## src/rtl/wave_pkg.sv

```systemverilog
// Shared definitions for the waveform analyzer: default widths, turning-point
// FSM encoding and a saturating-increment helper.
package wave_pkg;

  localparam int WAVE_W_DEF   = 8;
  localparam int PERIOD_W_DEF = 16;

  typedef enum logic [1:0] {
    ST_IDLE = 2'd0,
    ST_RISE = 2'd1,
    ST_FALL = 2'd2
  } turn_state_e;

  // Increment that sticks at the all-ones value instead of wrapping.
  function automatic logic [PERIOD_W_DEF-1:0] sat_inc16(input logic [PERIOD_W_DEF-1:0] v);
    return (&v) ? v : v + 1'b1;
  endfunction

endpackage

```

## src/rtl/wave_turn_detect.sv

```systemverilog
// Turning-point detector: holds the previous accepted sample, tracks the slope
// and flags maxima/minima combinationally on the accepting edge.
module wave_turn_detect
  import wave_pkg::*;
#(
  parameter int WAVE_W = WAVE_W_DEF
) (
  input  logic              clk,
  input  logic              rst,
  input  logic              sample_valid,
  input  logic [WAVE_W-1:0] sample,
  output logic              dir,
  output logic              max_evt,
  output logic              min_evt,
  output logic [WAVE_W-1:0] turn_value
);

  turn_state_e       state_q, state_d;
  logic [WAVE_W-1:0] prev_q, prev_d;
  logic              dir_q, dir_d;

  // Events are suppressed while rst is high so a restart wins over the sample.
  always_comb begin
    state_d = state_q;
    prev_d  = prev_q;
    max_evt = 1'b0;
    min_evt = 1'b0;
    if (sample_valid && !rst) begin
      prev_d = sample;
      case (state_q)
        ST_IDLE: state_d = ST_RISE;
        ST_RISE: begin
          if (sample < prev_q) begin
            max_evt = 1'b1;
            state_d = ST_FALL;
          end
        end
        ST_FALL: begin
          if (sample > prev_q) begin
            min_evt = 1'b1;
            state_d = ST_RISE;
          end
        end
        default: state_d = ST_IDLE;
      endcase
    end
    dir_d = (state_d == ST_FALL);
  end

  always_ff @(posedge clk) begin
    if (rst) begin
      state_q <= ST_IDLE;
      prev_q  <= '0;
      dir_q   <= 1'b0;
    end else begin
      state_q <= state_d;
      prev_q  <= prev_d;
      dir_q   <= dir_d;
    end
  end

  assign dir        = dir_q;
  assign turn_value = prev_q;

endmodule

```

## src/rtl/wave_analyzer.sv

```systemverilog
// Waveform analyzer top: counts samples between maxima and captures peak,
// amplitude and period measurements from the turning-point detector.
module wave_analyzer
  import wave_pkg::*;
#(
  parameter int WAVE_W   = WAVE_W_DEF,
  parameter int PERIOD_W = PERIOD_W_DEF
) (
  input  logic                clk,
  input  logic                rst,
  input  logic                sample_valid,
  input  logic [WAVE_W-1:0]   sample,
  input  logic                clear,
  output logic                dir,
  output logic [WAVE_W-1:0]   peak_max,
  output logic [WAVE_W-1:0]   peak_min,
  output logic [WAVE_W-1:0]   amplitude,
  output logic [PERIOD_W-1:0] period,
  output logic                meas_valid,
  output logic                locked
);

  localparam logic [PERIOD_W-1:0] CNT_MAX = '1;

  logic              restart;
  logic              accept;
  logic              max_evt;
  logic              min_evt;
  logic [WAVE_W-1:0] turn_value;

  logic [PERIOD_W-1:0] counter_q, counter_d;
  logic                have_max_q, have_max_d;
  logic                have_min_q, have_min_d;
  logic [WAVE_W-1:0]   peak_max_q, peak_max_d;
  logic [WAVE_W-1:0]   peak_min_q, peak_min_d;
  logic [WAVE_W-1:0]   amplitude_q, amplitude_d;
  logic [PERIOD_W-1:0] period_q, period_d;
  logic                meas_valid_q, meas_valid_d;
  logic                locked_q, locked_d;

  assign restart = rst | clear;
  assign accept  = sample_valid & ~restart;

  wave_turn_detect #(
    .WAVE_W(WAVE_W)
  ) u_turn (
    .clk         (clk),
    .rst         (restart),
    .sample_valid(sample_valid),
    .sample      (sample),
    .dir         (dir),
    .max_evt     (max_evt),
    .min_evt     (min_evt),
    .turn_value  (turn_value)
  );

  always_comb begin
    counter_d    = counter_q;
    have_max_d   = have_max_q;
    have_min_d   = have_min_q;
    peak_max_d   = peak_max_q;
    peak_min_d   = peak_min_q;
    amplitude_d  = amplitude_q;
    period_d     = period_q;
    meas_valid_d = 1'b0;
    locked_d     = locked_q;
    if (accept) begin
      if (max_evt) begin
        counter_d  = '0;
        peak_max_d = turn_value;
        have_max_d = 1'b1;
        // A full period needs an earlier maximum and a minimum in between.
        if (have_max_q && have_min_q) begin
          period_d     = counter_q + 1'b1;
          amplitude_d  = turn_value - peak_min_q;
          meas_valid_d = 1'b1;
          locked_d     = 1'b1;
        end
      end else begin
        if (counter_q != CNT_MAX) begin
          counter_d = counter_q + 1'b1;
        end
        // Once the count can no longer be trusted, start over from scratch.
        if (counter_d == CNT_MAX) begin
          have_max_d = 1'b0;
          locked_d   = 1'b0;
        end
      end
      if (min_evt) begin
        peak_min_d = turn_value;
        have_min_d = 1'b1;
      end
    end
  end

  always_ff @(posedge clk) begin
    if (restart) begin
      counter_q    <= '0;
      have_max_q   <= 1'b0;
      have_min_q   <= 1'b0;
      peak_max_q   <= '0;
      peak_min_q   <= '0;
      amplitude_q  <= '0;
      period_q     <= '0;
      meas_valid_q <= 1'b0;
      locked_q     <= 1'b0;
    end else begin
      counter_q    <= counter_d;
      have_max_q   <= have_max_d;
      have_min_q   <= have_min_d;
      peak_max_q   <= peak_max_d;
      peak_min_q   <= peak_min_d;
      amplitude_q  <= amplitude_d;
      period_q     <= period_d;
      meas_valid_q <= meas_valid_d;
      locked_q     <= locked_d;
    end
  end

  assign peak_max   = peak_max_q;
  assign peak_min   = peak_min_q;
  assign amplitude  = amplitude_q;
  assign period     = period_q;
  assign meas_valid = meas_valid_q;
  assign locked     = locked_q;

endmodule
```

## config.mk

```make
export PLATFORM = sky130hd
export DESIGN_NAME = wave_analyzer
export DESIGN_NICKNAME = d
export VERILOG_FILES = /design/src/rtl/wave_pkg.sv /design/src/rtl/wave_turn_detect.sv /design/src/rtl/wave_analyzer.sv
export SDC_FILE = /design/constraint.sdc
export NUM_CORES = 1
export LEC_CHECK = 0
export CAP_MARGIN = 20
export CORE_MARGIN = 5
export CORE_UTILIZATION = 30
export DETAILED_ROUTE_END_ITERATION = 10
export DONT_BUFFER_PORTS = 1
export PLACE_DENSITY_LB_ADDON = 0.2
export SLEW_MARGIN = 20
export SYNTH_ARGS = -nofsm -noshare
export SYNTH_HDL_FRONTEND = slang
export SYNTH_HIERARCHICAL = 1
export SYNTH_SLANG_ARGS = --single-unit
```

## constraint.sdc

```tcl
create_clock -name clk -period 3 [get_ports clk]
set_clock_uncertainty 0.1 [all_clocks]
set_input_delay 0.15 -clock clk [delete_from_list [all_inputs] [get_ports clk]]
set_output_delay 0.15 -clock clk [all_outputs]
set_load 0.01 [all_outputs]
```

==> results.json <==
{
  "synthAdderAreaFrac": 0.0617,
  "insertion_delay_ns": 0.33,
  "via_per_inst": 5.20,
  "avgSynthCellArea_um2": 8.46,
  "ys_async_sr_fraction": 0,
  "critPathKind": "register to register",
  "synth_compound_area_frac": 0.199,
  "p_leak_nw": 1.46,
  "gr-usage-all-layers": 0.134,
  "grt_max_degree": 53,
  "synthTopCellsByCount": "dfxtp_1 (71), nor2_1 (51), nand2_1 (40)",
  "synthXorXnorAreaFrac": 0.0392,
  "drc": 0,
  "power.density_nw_per_um2": 516,
  "yosysSeqAreaShare": 0.398,
  "postCtsSetupBuffers": 0,
  "crit_arrival_ns": 2.92,
  "crit_required_ns": 3.18,
  "rr_endpoint": "have_max_q",
  "synth_nets": 451,
  "area_growth_pct": 16.6,
  "worstMarginPinSlew_ns": 0.628,
  "rrSetupSlack_ns": 0.26,
  "synth_top_family_by_area": "simple AND/OR/NAND/NOR gates",
  "clockBufferDepth": 2,
  "die-area_um2": 14200,
  "crit_fanout": 16,
  "status": "finished clean",
  "die_w_um": 119,
  "maxCapViolCount": 0,
  "final_cells": 576,
  "fmax_mhz": 364,
  "rows": 39,
  "whs_ns": 0.0286,
  "via_count": 2996,
  "routed_wl_um": 9100,
  "reg2regPathDepth": 7,
  "setup-violations-final": 0,
  "yosysTopAreaCell": "dfxtp_1",
  "coreArea_um2": 11600,
  "design_area_um2": 4170,
  "ant_nets": 0,
  "route.met2.wl_um": 3830,
  "globalplace.congestion": 0.798,
  "worst_slack_ns": 0.256,
  "fin_util": 0.360,
  "drive_gt1_frac": 0.106,
  "crit_path_start_kind": "register",
  "synth_area_um2": 3570,
  "placedCellCount": 549,
  "drt-initial-drc-count": 151,
  "hold_buffers": 11,
  "synthSimpleGateAreaFrac": 0.207,
  "grt_pass1_vias": 2783,
  "ys_types": 58,
  "io_pins": 55,
  "rsz0062_at_grt": "false",
  "r2r_start": "counter_q[0]",
  "hp-start": "sample_valid",
  "cts_sinks": 71,
  "synth_cells": 422,
  "hold_violations": 0,
  "synth-edff-count": 0,
  "min_to": "counter_q[9]",
  "worstHoldPathType": "primary input to register",
  "synth.area.mux_share": 0.0336,
  "ys_ff_latch": 71,
  "htreeDepth": 3,
  "dr.max_layer_used": "met4",
  "antenna_found_initial": 0,
  "slew_headroom": 0.581,
  "maxSlewViolCount": 0,
  "whs_path_depth": 2,
  "overflow": 0,
  "synth_most_common_cell": "dfxtp_1",
  "m1WireLength_um": 4550,
  "grt_pass1_wl_um": 15200,
  "total_power_mw": 2.15,
  "hpwl_um": 6370,
  "place_area_um2": 3750,
  "nets": 457,
  "diodes": 0,
  "wire_per_inst_um": 15.8,
  "io_buffers": 0,
  "initial_core_util": 0.309,
  "routed-wl-met3_um": 546,
  "cts-buffers-inserted": 9,
  "root_buffer": "clkbuf_16",
  "end_kind": "register",
  "tns_ns": 0,
  "dieHeight_um": 119,
  "place_ws_ns": 0.262,
  "synth.area.top_cells": "dfxtp_1 (40%), ha_1 (5.6%), nor2_1 (5.4%), a211oi_1 (4.8%), nand2_1 (4.2%)",
  "cts_tree": "yes",
  "fin_crit_sh": 0.915,
  "yosysWarnings": 6,
  "firstDrtPassIters": 4,
  "ctsResizeCount": 0,
  "fin_crit_ns": 2.74,
  "yosysTopAreaCellShare": 0.398,
  "ys.flop_type": "dfxtp_1",
  "clk_pin_slew_ns": 0.06,
  "ir_drop_v": 0.000239
}
## where the power goes
part | internal, mW | switching, mW | total [mW] | leakage (nW)
sequential | 0.948 | 0.00587 | 0.954 | 0.573
clock | 0.661 | 0.407 | 1.07 | 0.144
combinational | 0.0542 | 0.0726 | 0.127 | 0.745
## logic make-up after synthesis
group / Yosys count
and+or+nand+nor: 148
AOI/OAI and AO/OA: 103
DFF: 71
buffers and inverters: 55
adders and majority gates: 17
xor gates and xnor gates: 16
muxes: 12
## per-layer routing
metal / vias to the layer above / global-route usage
met5: - / 0
met2: 74 / 0.194
li1: 1517 / -
met1: 1392 / 0.188
met4: 0 / 0.0521
met3: 13 / 0.0365
## critical path, stage by stage (launching register included)
cell and delay, ns:
dfxtp_1 0.48, ha_1 0.30, nand3_1 0.22, or4_1 0.86, o211ai_1 0.21, nor4b_1 0.08
o221ai_1 0.27, a31o_1 0.19
## placed cells by master, fill, tap and decap left out, types with 5 or more instances in the layout
cell type	count
mux2i_1	12
inv_1	25
buf_4	12
ha_1	16
dlygate4sd3_1	10
xor2_1	5
a21oi_1	21
nor3_1	9
clkbuf_16	9
nand2_1	40
nor2_1	51
a211oi_1	23
o21a_1	5
o21ai_0	16
and3_1	6
dfxtp_1	71
nand2b_1	5
xnor2_1	11
o31ai_1	7
nand3_1	11
## final cells by class
cell class | count | area, µm²
fillers | 1185 | 7400
multi-input cells | 296 | 1940
flip-flops and latches | 71 | 1420
clock buffers | 10 | 239
repair buffers | 24 | 230
well taps | 143 | 179
inverters | 26 | 97.6
clock inverters | 6 | 60.1
## sequential cells by signal, summed over array words and instances, names as in the netlist
name               count
counter_q             16
have_max_q             1
peak_max               8
amplitude              8
peak_min               8
have_min_q             1
u_turn/state_q         2
meas_valid             1
u_turn/dir             1
period                16
u_turn/turn_value      8
locked                 1
## worst max-delay path by stage
stage                      start            to  slack [ns]  depth (start not counted)
floorplan                  clear  amplitude[2]        0.02                         15
global placement    counter_q[0]    have_max_q        0.39                          7
detailed placement  counter_q[0]    have_max_q        0.26                          7
CTS                 counter_q[0]    have_max_q        0.25                          7
global route        counter_q[0]    have_max_q        0.05                          7
finish              counter_q[0]    have_max_q        0.26                          7
Power figures use the tool's default switching activity.
